--- src/rtl/cordic_lut_server.sv ---
// -----------------------------------------------------------------------------
// cordic_lut_server
//
// Shared angle look-up table for several CORDIC controllers. Each channel
// asks for the elementary rotation angle f(2^-i), scaled by 2^(P_WIDTH-2),
// where f is atan (circular), atanh (hyperbolic) or identity (linear). One
// request is accepted per cycle, chosen round-robin among idle channels with
// a pending request. Each channel has at most one transaction in flight. The
// response appears two cycles after acceptance and is held until consumed.
//
// Ports:
//   clk        single clock, rising edge
//   rstN       asynchronous active-low reset
//   reqValid   per-channel request valid
//   reqReady   per-channel request ready (valid & ready = accepted)
//   reqOffset  per-channel iteration index i, P_LOG2_WIDTH bits each
//   reqMode    per-channel mode: 00 circ, 01 hyper, 10 linear, 11 reserved
//   rspValid   per-channel response valid
//   rspReady   per-channel response consumed
//   rspAngle   per-channel signed angle, P_WIDTH bits each
//   rspError   per-channel error flag, qualified by rspValid
//
// Configuration macro:
//   LUT_HYPERBOLIC_EN  compile in the atanh table. Without it, hyperbolic
//                      requests are answered like reserved mode (0, error).
// -----------------------------------------------------------------------------
`timescale 1ns/1ps
module cordic_lut_server #(
  parameter  int P_WIDTH      = 32,
  parameter  int P_CHANNELS   = 2,
  localparam int P_LOG2_WIDTH = $clog2(P_WIDTH)
) (
  input  logic                               clk,
  input  logic                               rstN,
  input  logic [P_CHANNELS-1:0]              reqValid,
  output logic [P_CHANNELS-1:0]              reqReady,
  input  logic [P_CHANNELS*P_LOG2_WIDTH-1:0] reqOffset,
  input  logic [P_CHANNELS*2-1:0]            reqMode,
  output logic [P_CHANNELS-1:0]              rspValid,
  input  logic [P_CHANNELS-1:0]              rspReady,
  output logic [P_CHANNELS*P_WIDTH-1:0]      rspAngle,
  output logic [P_CHANNELS-1:0]              rspError
);

  localparam int P_CH_W = (P_CHANNELS > 1) ? $clog2(P_CHANNELS) : 1;
  localparam logic [P_LOG2_WIDTH-1:0] P_OFF_LIMIT = P_LOG2_WIDTH'(P_WIDTH - 2);

  typedef enum logic [1:0] {
    MODE_CIRC  = 2'b00,
    MODE_HYPER = 2'b01,
    MODE_LIN   = 2'b10,
    MODE_RSVD  = 2'b11
  } mode_e;

  // Elaboration-time table generator. Series are summed in 62-bit fixed point
  // and then rounded to the output scale, so the result matches
  // round(f(2^-i) * 2^(P_WIDTH-2)). atan(1) converges too slowly as a series,
  // so pi/4 * 2^62 is given directly. fn: 0 atan, 1 atanh, 2 identity.
  function automatic logic [P_WIDTH-1:0] tableEntry(input int fn, input int idx);
    logic [63:0] acc;
    logic [63:0] term;
    int          e;
    acc = '0;
    if (idx >= P_WIDTH - 2) return '0;
    if (fn == 2) begin
      acc = 64'd1 << (62 - idx);
    end else if (fn == 0 && idx == 0) begin
      acc = 64'h3243_F6A8_885A_308D;
    end else if (!(fn == 1 && idx == 0)) begin
      for (int k = 0; k < 32; k++) begin
        e = 62 - idx * (2 * k + 1);
        if (e >= 0) begin
          term = (64'd1 << e) / 64'(2 * k + 1);
          if (fn == 0 && k[0]) acc = acc - term;
          else                 acc = acc + term;
        end
      end
    end
    acc = acc + (64'd1 << (63 - P_WIDTH));
    return P_WIDTH'(acc >> (64 - P_WIDTH));
  endfunction

  logic [P_WIDTH-1:0] w_atanTab [P_WIDTH];
  logic [P_WIDTH-1:0] w_linTab  [P_WIDTH];
`ifdef LUT_HYPERBOLIC_EN
  logic [P_WIDTH-1:0] w_atanhTab [P_WIDTH];
`endif

  for (genvar g = 0; g < P_WIDTH; g++) begin : g_table
    localparam logic [P_WIDTH-1:0] LP_ATAN = tableEntry(0, g);
    localparam logic [P_WIDTH-1:0] LP_LIN  = tableEntry(2, g);
    assign w_atanTab[g] = LP_ATAN;
    assign w_linTab[g]  = LP_LIN;
`ifdef LUT_HYPERBOLIC_EN
    localparam logic [P_WIDTH-1:0] LP_ATANH = tableEntry(1, g);
    assign w_atanhTab[g] = LP_ATANH;
`endif
  end

  logic [P_CHANNELS-1:0]         r_busy;
  logic [P_CH_W-1:0]             r_rrPtr;
  logic                          r_s1Valid;
  logic [P_CH_W-1:0]             r_s1Chan;
  logic [P_LOG2_WIDTH-1:0]       r_s1Offset;
  mode_e                         r_s1Mode;
  logic [P_CHANNELS-1:0]         r_rspValid;
  logic [P_CHANNELS-1:0]         r_rspError;
  logic [P_CHANNELS*P_WIDTH-1:0] r_rspAngle;

  logic                    w_grantValid;
  logic [P_CH_W-1:0]       w_grantIdx;
  logic [P_CHANNELS-1:0]   w_grantOh;
  logic [P_CH_W-1:0]       w_nextPtr;
  logic [P_WIDTH-1:0]      w_lutAngle;
  logic                    w_lutError;

  // Round-robin search starting at the pointer; first idle requester wins.
  always_comb begin : p_arbiter
    int cand;
    cand         = 0;
    w_grantValid = 1'b0;
    w_grantIdx   = '0;
    w_grantOh    = '0;
    w_nextPtr    = r_rrPtr;
    for (int k = 0; k < P_CHANNELS; k++) begin
      cand = int'(r_rrPtr) + k;
      if (cand >= P_CHANNELS) cand = cand - P_CHANNELS;
      if (!w_grantValid && reqValid[P_CH_W'(cand)] && !r_busy[P_CH_W'(cand)]) begin
        w_grantValid = 1'b1;
        w_grantIdx   = P_CH_W'(cand);
      end
    end
    if (w_grantValid) begin
      w_grantOh[w_grantIdx] = 1'b1;
      cand = int'(w_grantIdx) + 1;
      if (cand >= P_CHANNELS) cand = 0;
      w_nextPtr = P_CH_W'(cand);
    end
  end

  // A channel that is not requesting shows its idle status. While it is
  // requesting, ready rises only in the cycle it wins arbitration, so
  // valid & ready is exactly the acceptance. Forced low during reset.
  assign reqReady = {P_CHANNELS{rstN}} & (w_grantOh | (~r_busy & ~reqValid));

  // Table read for the captured request; out-of-range offsets return zero.
  always_comb begin
    w_lutAngle = '0;
    w_lutError = 1'b0;
    case (r_s1Mode)
      MODE_CIRC: if (r_s1Offset < P_OFF_LIMIT) w_lutAngle = w_atanTab[r_s1Offset];
      MODE_LIN:  if (r_s1Offset < P_OFF_LIMIT) w_lutAngle = w_linTab[r_s1Offset];
      MODE_HYPER: begin
`ifdef LUT_HYPERBOLIC_EN
        if (r_s1Offset == '0) begin
          w_lutAngle = {1'b0, {(P_WIDTH-1){1'b1}}};
          w_lutError = 1'b1;
        end else if (r_s1Offset < P_OFF_LIMIT) begin
          w_lutAngle = w_atanhTab[r_s1Offset];
        end
`else
        w_lutError = 1'b1;
`endif
      end
      default: w_lutError = 1'b1;
    endcase
  end

  // Grant capture, busy tracking and response registers. A response slot is
  // only written for a busy channel whose previous response is already gone,
  // so the set and clear of rspValid never collide.
  always_ff @(posedge clk or negedge rstN) begin
    if (!rstN) begin
      r_busy     <= '0;
      r_rrPtr    <= '0;
      r_s1Valid  <= 1'b0;
      r_s1Chan   <= '0;
      r_s1Offset <= '0;
      r_s1Mode   <= MODE_CIRC;
      r_rspValid <= '0;
      r_rspError <= '0;
      r_rspAngle <= '0;
    end else begin
      r_s1Valid <= w_grantValid;
      if (w_grantValid) begin
        r_s1Chan   <= w_grantIdx;
        r_s1Offset <= reqOffset[w_grantIdx*P_LOG2_WIDTH +: P_LOG2_WIDTH];
        r_s1Mode   <= mode_e'(reqMode[w_grantIdx*2 +: 2]);
        r_rrPtr    <= w_nextPtr;
      end
      for (int c = 0; c < P_CHANNELS; c++) begin
        if (r_rspValid[c] && rspReady[c]) begin
          r_rspValid[c] <= 1'b0;
          r_busy[c]     <= 1'b0;
        end
      end
      if (w_grantValid) r_busy[w_grantIdx] <= 1'b1;
      if (r_s1Valid) begin
        r_rspValid[r_s1Chan]                     <= 1'b1;
        r_rspError[r_s1Chan]                     <= w_lutError;
        r_rspAngle[r_s1Chan*P_WIDTH +: P_WIDTH]  <= w_lutAngle;
      end
    end
  end

  assign rspValid = r_rspValid;
  assign rspError = r_rspError;
  assign rspAngle = r_rspAngle;

endmodule

--- config.mk ---
export PLATFORM = sky130hd
export DESIGN_NAME = cordic_lut_server
export DESIGN_NICKNAME = d
export VERILOG_FILES = /design/src/rtl/cordic_lut_server.sv
export SDC_FILE = /design/constraint.sdc
export NUM_CORES = 1
export LEC_CHECK = 0
export ABC_AREA = 1
export BUFFER_PORTS_ARGS = -buffer_cell sky130_fd_sc_hd__buf_2
export CAP_MARGIN = 15
export CORE_MARGIN = 5
export CORE_UTILIZATION = 45
export CTS_BUF_LIST = sky130_fd_sc_hd__clkbuf_16
export DETAILED_ROUTE_END_ITERATION = 12
export PLACE_DENSITY = 0.8
export SETUP_SLACK_MARGIN = 0.15
export SYNTH_ARGS = -nofsm -noshare
export SYNTH_HDL_FRONTEND = slang
export SYNTH_SLANG_ARGS = --single-unit
--- constraint.sdc ---
create_clock -name clk -period 5.01 [get_ports clk]
set_clock_uncertainty 0.2 [all_clocks]
set_input_delay 0.2505 -clock clk [delete_from_list [all_inputs] [get_ports clk]]
set_output_delay 0.2505 -clock clk [all_outputs]
set_load 0.03 [all_outputs]
After elaboration in Yosys (flattened, before gate mapping)
Memories as Yosys holds them, arrays and structs flattened.
Cells that the tools add are included.
W data, S select, Z words.
Word-level totals
  bits in registers: 80
  ROM bits: 2048
  input port bits: 20
  output and inout bits: 70
  logic and storage cells: 89
  memories: 2
Operators by class
  $add $sub $neg: 5
  multipliers: 1
  magnitude comparators: 11
  equality and inequality tests: 1
  shift operators: 4
  mux-type cells: 36
  bitwise gates (word level): 8
  reductions and logical operators: 12
Memories
  (name not given): words 32, width 32, read ports 1, clocked after Yosys merged registers in 0, wr ports 0, RTL line 152  | MODE_LIN: if (r_s1Offset < P_OFF_LIMIT) w_lutAngle = w_linTab[r_s1Offset];
  (name not given): words 32, width 32, read ports 1, clocked after Yosys merged registers in 0, wr ports 0, RTL line 151  | MODE_CIRC: if (r_s1Offset < P_OFF_LIMIT) w_lutAngle = w_atanTab[r_s1Offset];
Operator list (count)
  $mux W32: 6
  $bwmux W64: 1
  $pmux W32 S2: 1
  $shift A32 B34 Y64 const A: 1
  $shiftx A32 B34 Y64: 1
  $neg A6 Y34: 1
  $mux W1: 22
  $shiftx A10 B5 Y5: 1
  $logic_and A1 B1 Y1: 7
  $ge A6 B6 Y1 const B: 1
  $lt A1 B3 Y1 const B: 2
  $mux W2: 3
  $not A5 Y6: 1
  $or A2 B2 Y2: 3
  $lt A5 B5 Y1 const B: 1
  $add A1 B1 Y2 const B: 2
  $and A2 B2 Y2: 2
  $ge A2 B2 Y1 const B: 2
  $lt A1 B2 Y1 const B: 2
  $mul A1 B3 Y4 const B: 1
  $not A2 Y2: 2
  $shiftx A4 B3 Y2: 1
  $logic_not A1 Y1: 3
  $bwmux W2: 1
  other kinds (7): 10

Depth between registers and ports, before layout
  word-level depth: 19
  gate-level depth with buffers: 10
  gate-level depth less buffers: 10

Worst setup path after synthesis
No wires, ideal clock.
  path kind: register -> output
  start: reg r_rrPtr
  end: out reqReady[0]
  arrival time: 1337 ps
  data required time: 4560 ps
  setup slack: 3223 ps
  cell stages (with the launch flop): 3
  buffers on the path: 1
  cells stage by stage: dfrtp_1 clkbuf_1 a211oi_1
On the way
  word-level cells in the longest chain between the ends: 11
  elaborated cells on any way between the ends: 17
  classes of those cells: add/sub (3); order compare (4); mux (7); bitwise (2); reduce/logical (1)
Ends and longest elaborated chain
  start, declared: RTL line 101  | logic [P_CH_W-1:0] r_rrPtr;
  start signal, assigned: RTL line 189  | r_rrPtr <= w_nextPtr;
  $add A1 B1 Y2 (tied with other cells): RTL line 126  | cand = int'(r_rrPtr) + k;
  $ge A2 B2 Y1 (tied with other cells): RTL line 127  | if (cand >= P_CHANNELS) cand = cand - P_CHANNELS;
  $mux W1, on equally long branches: RTL line 127, 128
  $mux W1 *: RTL line 128  | if (!w_grantValid && reqValid[P_CH_W'(cand)] && !r_busy[P_CH_W'(cand)]) begin
  $lt A1 B2 Y1 (not written as such) or $ge A1 B1 Y1 (tied branches): RTL line 134  | w_grantOh[w_grantIdx] = 1'b1;
  $logic_and A1 B1 Y1 (not written as such): RTL line 134
  $mux W1 (not written as such): RTL line 134
  $demux W1 S1 *: RTL line 134
  $mux W2 *: RTL line 133  | if (w_grantValid) begin
  $or A2 B2 Y2 *: RTL line 144  | assign reqReady = {P_CHANNELS{rstN}} & (w_grantOh | (~r_busy & ~reqValid));
  $and A2 B2 Y2 *: RTL line 144
  end, declared: RTL line 36  | output logic [P_CHANNELS-1:0] reqReady,
Mark *: on every way between the ends. The rest lies on a longest branch, timed or not.

Final worst setup path
  start: reg r_busy[0]
  end: reg r_s1Offset[3]
On the way
  word-level cells in the longest chain between the ends: 11
  elaborated cells on any way between the ends: 16
  classes of those cells: mul (1); shift (1); mux (8); reduce/logical (6)
Ends and longest elaborated chain
  start, declared: RTL line 100  | logic [P_CHANNELS-1:0] r_busy;
  start signal, assigned: RTL line 174  | r_busy <= '0;
  start signal, assigned by index: RTL line 194  | r_busy[c] <= 1'b0;
  start signal, assigned by index: RTL line 197  | if (w_grantValid) r_busy[w_grantIdx] <= 1'b1;
  $mux W1 (not written as such) (2 in series): RTL line 128
  $logic_not A1 Y1: RTL line 128
  $logic_and A1 B1 Y1: RTL line 128
  $mux W1: RTL line 128
  $logic_not A1 Y1: RTL line 128
  $logic_and A1 B1 Y1 (2 in series): RTL line 128
  $mux W1: RTL line 128
  $mul A1 B3 Y4: RTL line 187  | r_s1Offset <= reqOffset[w_grantIdx*P_LOG2_WIDTH +: P_LOG2_WIDTH];
  $shiftx A10 B5 Y5: RTL line 187
  end signal, assigned: RTL line 187
  end, declared: RTL line 104  | logic [P_LOG2_WIDTH-1:0] r_s1Offset;
Several ways; a longest one is shown, not always the timed one. The select of a mux whose other input is x is not followed.
A chain may end at the register's enable or synchronous reset.

==> results.json <==
{
  "outcome": "finished, violations left",
  "violations": "hold timing",
  "cp-startpoint": "r_busy[0]",
  "crit_end": "r_s1Offset[3]",
  "gr-usage-met2_pct": 36.0,
  "reg2reg_from": "r_busy[0]",
  "fmax_ghz": 0.400,
  "numPortBuffers": 87,
  "clock_latency_ns": 0.33,
  "p_per_area_nw_per_um2": 728,
  "regArea_um2": 1950,
  "drt-pass1-iter-count": 5,
  "root_buffer": "clkbuf_16",
  "period_share_pct": 50.0,
  "numCtsBuffers": 9,
  "hold_viol": 33,
  "p_leak_nw": 2.78,
  "finalSetupViolations": 0,
  "tns_ns": 0,
  "overflow": 0,
  "antenna_found_initial": 0,
  "drtAntennaViolNets": 0,
  "clockBufferDepth": 2,
  "fp.dieH_um": 103,
  "synth_xor_area_share_pct": 0,
  "synth_area_um2": 3920,
  "ff2ff_path_depth": 7,
  "synth_top_family_by_area": "simple AND/OR/NAND/NOR gates",
  "top_usage_layer": "met2",
  "yosysSeqAreaShare_pct": 49.8,
  "rows": 34,
  "finalWirelength_um": 11200,
  "path_clk_slew_ns": 0.06,
  "peakVddDrop_v": 0.000306,
  "dp_hpwl_um": 7950,
  "diodes": 0,
  "synth_cell_type_count": 30,
  "synth-compound-area-share_pct": 6.89,
  "nets": 639,
  "cp-end-kind": "register",
  "grt_pass1_vias": 3654,
  "yosys.area_share.simple_pct": 34.4,
  "grt_pass1_wl_um": 18500,
  "multi_input_area_um2": 1730,
  "pin_count": 90,
  "synth_enable_flop_cells": 0,
  "cts_resized": 0,
  "synthCells": 515,
  "cp_max_fo": 18,
  "vias": 3670,
  "htree_levels": 3,
  "fp.coreArea_um2": 8590,
  "required_ns": 5.02,
  "dpl_cell_area_um2": 4400,
  "crit_type": "reg -> reg",
  "fillers": 846,
  "finalCoreUtilization_pct": 56.5,
  "synth-async-reset-ratio_pct": 100,
  "grtUsageMet1_pct": 29.6,
  "grt.met3_usage_pct": 5.30,
  "max-slew-margin-rel_pct": 35.8,
  "drv_cap": 0,
  "syn-mean-instance-area_um2": 7.62,
  "finalMaxSlewViolations": 0,
  "drcViolationCount": 0,
  "track_usage_pct": 22.3,
  "grt_setup_unrepaired": "no",
  "fin_crit_ns": 2.50,
  "ys_ff_latch": 78,
  "first_iter_violations": 240,
  "viasPerCell": 5.07,
  "start_kind": "register",
  "worstReg2RegEnd": "r_s1Offset[3]",
  "start_util_pct": 45.6,
  "whs_ns": -0.0485,
  "yosysWarningCount": 0,
  "worstMarginPinSlew_ns": 0.962,
  "grt_max_degree": 79,
  "cts_tree": "yes",
  "worstPathArrival_ns": 2.51,
  "hold_class": "in -> async",
  "stdcell_area_um2": 4860,
  "routedWlPerCell_um": 15.5,
  "gp_congestion": 0.978,
  "muxShareOfSynthArea_pct": 0,
  "fp.dieW_um": 103,
  "die_area_um2": 10700,
  "drive_gt1_share_pct": 19.5,
  "area_delta_synth_final_pct": 23.8,
  "r2r_slack_ns": 2.51,
  "yosys_most_used_dff": "dfrtp_1",
  "synth_fa_ha_area_share_pct": 2.55,
  "cts.sinks": 78
}
## where the power goes
group	total [mW]	switching (mW)	internal (mW)
Combinational	1.77	1.27	0.502
Sequential	1.09	0.218	0.875
Clock	0.673	0.245	0.428
## how the worst min path moves through the flow
| stage | slack (ns) | start | end | depth (start not counted) |
|---|---|---|---|---|
| 6_report | -0.05 | rstN | rspAngle[20] | 2 |
| 5_1_grt | 0.03 | reqOffset[6] | r_s1Offset[1] | 3 |
| 4_1_cts | 0.009 | reqOffset[6] | r_s1Offset[1] | 3 |
| 3_5_place_dp | 0.26 | rspAngle[11] | rspAngle[11] | 2 |
| 3_3_place_gp | 0.26 | r_busy[1] | r_busy[1] | 2 |
| 2_1_floorplan | -0.25 | rstN | r_busy[0] | 0 |
## registers in the layout (all words and copies together) (netlist names)
name	flops
rspValid	2
r_s1Valid	1
rspError	2
r_s1Chan	1
r_rrPtr	1
rspAngle	62
r_s1Mode	2
r_s1Offset	5
r_busy	2
## layer usage
layer / routed length (um) / vias to the layer above / part of all wire, %
met5: 0 / - / 0
met1: 4900 / 1681 / 44
met4: 250 / 0 / 2.2
li1: - / 1805 / -
met2: 5240 / 166 / 47
met3: 803 / 18 / 7.2
## repair_timing
action,4_1_cts,5_1_grt
setup endpoints to repair,0,0
endpoints found under the hold margin,11,0
hold buffers,15,0
buffers inserted,0,0
## cell usage in the layout (no fill, tap or decap), types with 5 or more instances in the layout
cell / netlist / routed
ha_1: 8 / 8
o21ai_1: 5 / 5
inv_1: 29 / 30
nand3_1: 44 / 44
o21ai_0: 18 / 18
nand2_1: 248 / 248
a21oi_1: 5 / 5
dlygate4sd3_1: 0 / 15
o211ai_1: 8 / 8
o22ai_1: 5 / 5
clkbuf_16: 0 / 9
buf_2: 9 / 86
nor2_1: 21 / 21
dfrtp_1: 78 / 78
## cells in the mapped netlist, types with 6 or more instances
cell,number,area share [%]
dfrtp_1,78,50
nand2_1,248,24
o211ai_1,8,1.5
buf_2,9,1.1
inv_1,29,2.8
ha_1,8,2.6
nor2_1,21,2.0
nand3_1,44,5.6
clkbuf_1,6,0.57
o21ai_0,18,2.3
## cells by family after synthesis
logic type	after synthesis
and+or+nand+nor	327
DFF	78
buffers and inverters	55
AOI/OAI and AO/OA	46
adders and majority gates	8
other	1
## metrics by stage
step           cells  worst slack, ns  hold slack (ns)  power (mW)
5_1_grt          724             2.27           0.0288        3.79
3_3_place_gp     693             2.86            0.258        2.80
2_1_floorplan    516             3.22           -0.245        2.32
6_report         724             2.51          -0.0485        3.53
3_5_place_dp     693             2.80            0.260        2.81
4_1_cts          724             2.55          0.00918        3.54
## critical path: stages, from the launching register on
cell and delay, ns:
dfrtp_1 0.41, nor2_2 0.51, nand2_1 0.19, nand2_1 0.14
inv_1 0.14, nand2_1 0.09, o211ai_1 0.09, dlygate4sd3_1 0.60
## layout make-up
type                       count  area share, %
clock buffer                   9           4.64
clock inverter                 7           1.65
inverter                      34           2.63
multi-input combinational    383           35.5
sequential                    78           40.2
tap                          108           2.78
timing repair buffer         105           12.6
(Power assumes the default switching activity.)
